$ cat config.mk
export PLATFORM = sky130hd
export DESIGN_NAME = exposure_seq
export DESIGN_NICKNAME = d
export VERILOG_FILES = /design/src/rtl/exposure_pkg.sv /design/src/rtl/exposure_counter.sv /design/src/rtl/exposure_seq.sv
export SDC_FILE = /design/constraint.sdc
export NUM_CORES = 1
export LEC_CHECK = 0
export ABC_CLOCK_PERIOD_IN_PS = 3620
export CAP_MARGIN = 25
export CORE_AREA = 10 10 61 63
export DETAILED_ROUTE_END_ITERATION = 6
export DIE_AREA = 0 0 71 73
export PLACE_DENSITY = 0.73
export SYNTH_ARGS = -nofsm -noshare
export SYNTH_HDL_FRONTEND = slang
export SYNTH_SLANG_ARGS = --single-unit
$ cat constraint.sdc
create_clock -name Clk -period 3.62 [get_ports Clk]
set_input_delay 0.905 -clock Clk [delete_from_list [all_inputs] [get_ports Clk]]
set_output_delay 0.905 -clock Clk [all_outputs]
set_load 0.03 [all_outputs]
$ cat src/rtl/exposure_pkg.sv
`default_nettype none
// ---------------------------------------------------------------------------
// exposure_pkg : shared states, timing constants and exposure clamp helper
// Rev 1.0
// ---------------------------------------------------------------------------
package exposure_pkg;

   typedef enum logic [1:0] {
      IDLE    = 2'd0,
      EXPOSE  = 2'd1,
      READOUT = 2'd2
   } state_t;

   localparam logic [4:0] EXP_MIN     = 5'd2;
   localparam logic [4:0] EXP_MAX     = 5'd30;
   localparam int         READOUT_LEN = 8;
   localparam logic [2:0] PHASE_LAST  = 3'(READOUT_LEN - 1);

   function automatic logic [4:0] clamp_exp(input logic [4:0] v);
      if (v < EXP_MIN)
         return EXP_MIN;
      else if (v > EXP_MAX)
         return EXP_MAX;
      else
         return v;
   endfunction

endpackage
`default_nettype wire

$ cat src/rtl/exposure_counter.sv
`default_nettype none
// ---------------------------------------------------------------------------
// exposure_counter : clamped 5-bit load, down-count, saturating terminal flag
// Rev 1.0
// ---------------------------------------------------------------------------
module exposure_counter
   import exposure_pkg::*;
(
   input  logic       clk,
   input  logic       rst,
   input  logic       load,
   input  logic [4:0] load_val,
   input  logic       dec,
   output logic       tc
);

   logic [4:0] r_count;

   // Terminal count is 1: the cycle holding 1 is the last exposure cycle.
   assign tc = (r_count <= 5'd1);

   always_ff @(posedge clk or posedge rst) begin
      if (rst)
         r_count <= '0;
      else if (load)
         r_count <= clamp_exp(load_val);
      else if (dec && !tc)
         r_count <= r_count - 5'd1;
   end

endmodule
`default_nettype wire

$ cat src/rtl/exposure_seq.sv
`default_nettype none
// ---------------------------------------------------------------------------
// exposure_seq : pixel exposure + two-row readout sequencer, registered outputs
// Rev 1.0
// ---------------------------------------------------------------------------
module exposure_seq
   import exposure_pkg::*;
(
   input  logic       Clk,
   input  logic       Reset,
   input  logic       Init,
   input  logic [4:0] EX_time,
   output logic       Erase,
   output logic       Expose,
   output logic       NRE_1,
   output logic       NRE_2,
   output logic       ADC,
   output logic       Busy,
   output logic       Done
);

   state_t     r_state;
   state_t     w_state_nxt;
   logic [2:0] r_phase;
   logic [2:0] w_phase_nxt;
   logic       w_load;
   logic       w_dec;
   logic       w_tc;

   logic       w_erase;
   logic       w_expose;
   logic       w_nre_1;
   logic       w_nre_2;
   logic       w_adc;
   logic       w_busy;
   logic       w_done;

   exposure_counter u_exposure_counter (
      .clk      (Clk),
      .rst      (Reset),
      .load     (w_load),
      .load_val (EX_time),
      .dec      (w_dec),
      .tc       (w_tc)
   );

   always_ff @(posedge Clk or posedge Reset) begin
      if (Reset) begin
         r_state <= IDLE;
         r_phase <= '0;
      end else begin
         r_state <= w_state_nxt;
         r_phase <= w_phase_nxt;
      end
   end

   // Outputs are decoded from the next state so they can be registered
   // and still line up with the state change on the same edge.
   always_comb begin
      w_state_nxt = r_state;
      w_phase_nxt = r_phase;
      w_load      = 1'b0;
      w_dec       = 1'b0;
      w_done      = 1'b0;

      case (r_state)
         IDLE: begin
            if (Init) begin
               w_state_nxt = EXPOSE;
               w_load      = 1'b1;
            end
         end
         EXPOSE: begin
            w_dec = 1'b1;
            if (w_tc) begin
               w_state_nxt = READOUT;
               w_phase_nxt = '0;
            end
         end
         READOUT: begin
            if (r_phase == PHASE_LAST) begin
               w_state_nxt = IDLE;
               w_done      = 1'b1;
            end else begin
               w_phase_nxt = r_phase + 3'd1;
            end
         end
         default: w_state_nxt = IDLE;
      endcase

      w_erase  = 1'b1;
      w_expose = 1'b0;
      w_nre_1  = 1'b1;
      w_nre_2  = 1'b1;
      w_adc    = 1'b0;
      w_busy   = (w_state_nxt != IDLE);

      case (w_state_nxt)
         EXPOSE: begin
            w_erase  = 1'b0;
            w_expose = 1'b1;
         end
         READOUT: begin
            w_erase = 1'b0;
            case (w_phase_nxt)
               3'd0: w_nre_1 = 1'b0;
               3'd1: begin w_nre_1 = 1'b0; w_adc = 1'b1; end
               3'd4: w_nre_2 = 1'b0;
               3'd5: begin w_nre_2 = 1'b0; w_adc = 1'b1; end
               default: ;
            endcase
         end
         default: ;
      endcase
   end

   always_ff @(posedge Clk or posedge Reset) begin
      if (Reset) begin
         Erase  <= 1'b1;
         Expose <= 1'b0;
         NRE_1  <= 1'b1;
         NRE_2  <= 1'b1;
         ADC    <= 1'b0;
         Busy   <= 1'b0;
         Done   <= 1'b0;
      end else begin
         Erase  <= w_erase;
         Expose <= w_expose;
         NRE_1  <= w_nre_1;
         NRE_2  <= w_nre_2;
         ADC    <= w_adc;
         Busy   <= w_busy;
         Done   <= w_done;
      end
   end

endmodule
`default_nettype wire
==> flow_metrics.env <==
export IMPL_syn_area_per_cell_sq_um=9.85
export IMPL_slowest_stage="clkdlybuf4s50_1"
export IMPL_arrival_ps=2870
export IMPL_wl_um=1930
export IMPL_pin_count=15
export IMPL_start_kind="input pin"
export IMPL_clockBufferDepth=2
export IMPL_yosysWarnings=0
export IMPL_hold_path_depth=1
export IMPL_worstMarginPinSlew_ps=644
export IMPL_drt_pass1_iter_count=4
export IMPL_place_congestion=0.806
export IMPL_total_power_uw=977
export IMPL_path_class="input pin to flip-flop"
export IMPL_hold_viol=0
export IMPL_max_cap_violations=0
export IMPL_place_area_sq_um=1160
export IMPL_drtIter0Drc=12
export IMPL_synth_top_area_share_pct=35.2
export IMPL_drc=0
export IMPL_overflow=0
export IMPL_status="finished, final reports clean"
export IMPL_htree_levels=1
export IMPL_max_freq_ghz=0.372
export IMPL_path_clk_slew_ps=110
export IMPL_port_buffers=14
export IMPL_antenna_found_initial=0
export IMPL_final_nets=135
export IMPL_cpLargestDelayFamily="compound AO/OA/AOI/OAI gates"
export IMPL_cts_hold_buf=0
export IMPL_post_route_util_pct=45.5
export IMPL_slew_headroom_pct=57.0
export IMPL_fin_crit_sh_pct=74.2
export IMPL_seqPwrFrac_pct=32.7
export IMPL_worst_ir_drop_vdd_mv=0.483
export IMPL_rsz0062_at_grt="no"
export IMPL_die_h_um=73
export IMPL_clock_skew_ps=12.6
export IMPL_path_cells="clkdlybuf4s50_1 -> and2_1 -> nor2_1 -> a211o_2 -> ha_1 -> nand2b_1 -> a41oi_1 -> a41oi_2 -> o21ba_2"
export IMPL_cts_tree="yes"
export IMPL_crit_path_end_kind="flip-flop"
export IMPL_ant_nets=0
export IMPL_p_per_area_nw_per_um2=822
export IMPL_clockRootBuffer="clkbuf_4"
export IMPL_power_share_clock_pct=10.4
export IMPL_gr_usage_all_layers_pct=8.11
export IMPL_r2r_slack_ps=1260
export IMPL_dp_hpwl_um=1550
export IMPL_syn_num_nets=119
export IMPL_rows=19
export IMPL_dieArea_sq_um=5180
export IMPL_slowest_delay_ps=470
export IMPL_synthCells=101
export IMPL_n_antenna_cell=0
export IMPL_clock_latency_ps=300
export IMPL_final_setup_tns_ps=0
export IMPL_whs_ps=572
export IMPL_hold_class="flip-flop to flip-flop"
export IMPL_synth_cell_types=36
export IMPL_cp_data_required_time_ps=3800
export IMPL_p_comb_share_pct=56.9
export IMPL_synth_area_leaders="dfrtp_1 35%, ha_1 13%, dfstp_2 7.9%"
export IMPL_yosysSeqAreaShare_pct=43.1
export IMPL_worst_path_stages=9
export IMPL_numCtsBuffers=3
export IMPL_numClockSinks=17
export IMPL_start_util_pct=38.0
export IMPL_drive_gt1_share_pct=14.7
export IMPL_core_region_area_sq_um=2620
export IMPL_area_growth_pct=19.5
export IMPL_synth_cell_area_sq_um=995
export IMPL_ctsResizeCount=0
export IMPL_p_leak_nw=0.518
export IMPL_drv_slew=0
export IMPL_synth_seq_cells=17
export IMPL_swShare_pct=44.1
export IMPL_path_max_fanout=11
export IMPL_vias=746
export IMPL_path_buf_inv=1
export IMPL_wl_per_cell_um=13.2
export IMPL_fin_crit_ps=2690
export IMPL_grt_max_degree=18
export IMPL_drt_vias_per_instance=5.07
export IMPL_p_int_uw=546
export IMPL_post_route_cell_area_sq_um=1190
export IMPL_p_sw_uw=430
export IMPL_worstRegToRegCells=10
export IMPL_grt_pass1_vias=813
export IMPL_grt_pass1_wl_um=3460
export IMPL_setup_viol=0
export IMPL_die_x_um=71
export IMPL_cts_setup_buffers=0
export IMPL_yosys_area_top_type="dfrtp_1"
==> Yosys cell counts, drive strengths merged <==
master   count
dfrtp       14
inv         11
ha          10
nand2        8
o21ai        8
a21oi        6
nor2         5
clkbuf       3
dfstp        3
nand3        3
or2          3
a31oi        2
a41oi        2
and2         2
nand4        2
nor4         2
o21ba        2
a211o        1
a21boi       1
a21o         1
a221o        1
a311o        1
and3         1
mux2         1
nand2b       1
nor3         1
o22ai        1
o2bb2ai      1
o31a         1
or3          1
xnor2        1
xor2         1
==> metal layers <==
| layer | track usage [%] | vias up | routed length, um | part of all wire (%) |
|---|---|---|---|---|
| li1 | - | 380 | - | - |
| met1 | 8.20 | 349 | 789 | 41 |
| met2 | 14.8 | 13 | 1030 | 53 |
| met3 | 1.90 | 4 | 76 | 3.9 |
| met4 | 4.73 | 0 | 39 | 2.0 |
| met5 | 0 | - | 0 | 0 |
==> cell families after synthesis <==
logic type	share of synthesized area [%]
compound gates	21.0
buf+inv	5.41
fa+ha+maj	12.6
mux	1.13
xor+xnor	1.76
flops	43.1
simple gates	15.0
==> sequential cells by signal, indices dropped and copies added, names as in the netlist <==
signal / flops
u_exposure_counter.r_count: 5
r_phase: 3
r_state: 2
ADC: 1
Busy: 1
Done: 1
Erase: 1
Expose: 1
NRE_1: 1
NRE_2: 1
==> area by class of cell <==
| cell class | instances | area, sq um |
|---|---|---|
| Clock buffer | 3 | 22.5 |
| Clock inverter | 1 | 5.00 |
| Fill cell | 265 | 1430 |
| Inverter | 11 | 41.3 |
| Multi-Input combinational cell | 70 | 512 |
| Sequential cell | 17 | 429 |
| Tap cell | 31 | 38.8 |
| Timing Repair Buffer | 14 | 140 |
==> through the flow <==
step / cells / worst slack, ps
6_report: 147 / 933
5_1_grt: 147 / 835
4_1_cts: 147 / 945
3_5_place_dp: 143 / 630
3_3_place_gp: 143 / 680
2_1_floorplan: 101 / 1430
==> worst paths after layout <==
| kind | from | to |
|---|---|---|
| hold reg to reg | r_phase[1]$_DFF_PP0_ | r_phase[1]$_DFF_PP0_ |
| max in group asynchronous | Reset | r_phase[0]$_DFF_PP0_ |
| setup / recovery | Init | ADC$_DFF_PP0_ |
| min in group asynchronous | Reset | u_exposure_counter.r_count[2]$_DFFE_PP0P_ |
| hold / removal | r_phase[1]$_DFF_PP0_ | r_phase[1]$_DFF_PP0_ |
| setup reg to reg | r_state[1]$_DFF_PP0_ | ADC$_DFF_PP0_ |
==> cell usage in the layout (no fill, tap or decap), drive strengths merged, types with 3 or more instances in the layout <==
cell type      instances
a21oi                  6
clkbuf                 3
clkdlybuf4s50         14
dfrtp                 14
dfstp                  3
ha                    10
inv                   11
nand2                  8
nand3                  3
nor2                   5
o21ai                  8
or2                    3
==> power by group through the flow <==
| stage | Combinational, mW | Sequential, mW | Clock (mW) |
|---|---|---|---|
| floorplan | 0.376 | 0.361 | 0 |
| global placement | 0.547 | 0.318 | 0 |
| detailed placement | 0.560 | 0.323 | 0 |
| CTS | 0.563 | 0.319 | 0.106 |
| global route | 0.625 | 0.329 | 0.115 |
| finish | 0.556 | 0.319 | 0.102 |
Note: power is estimated with default switching activity, not from simulation.
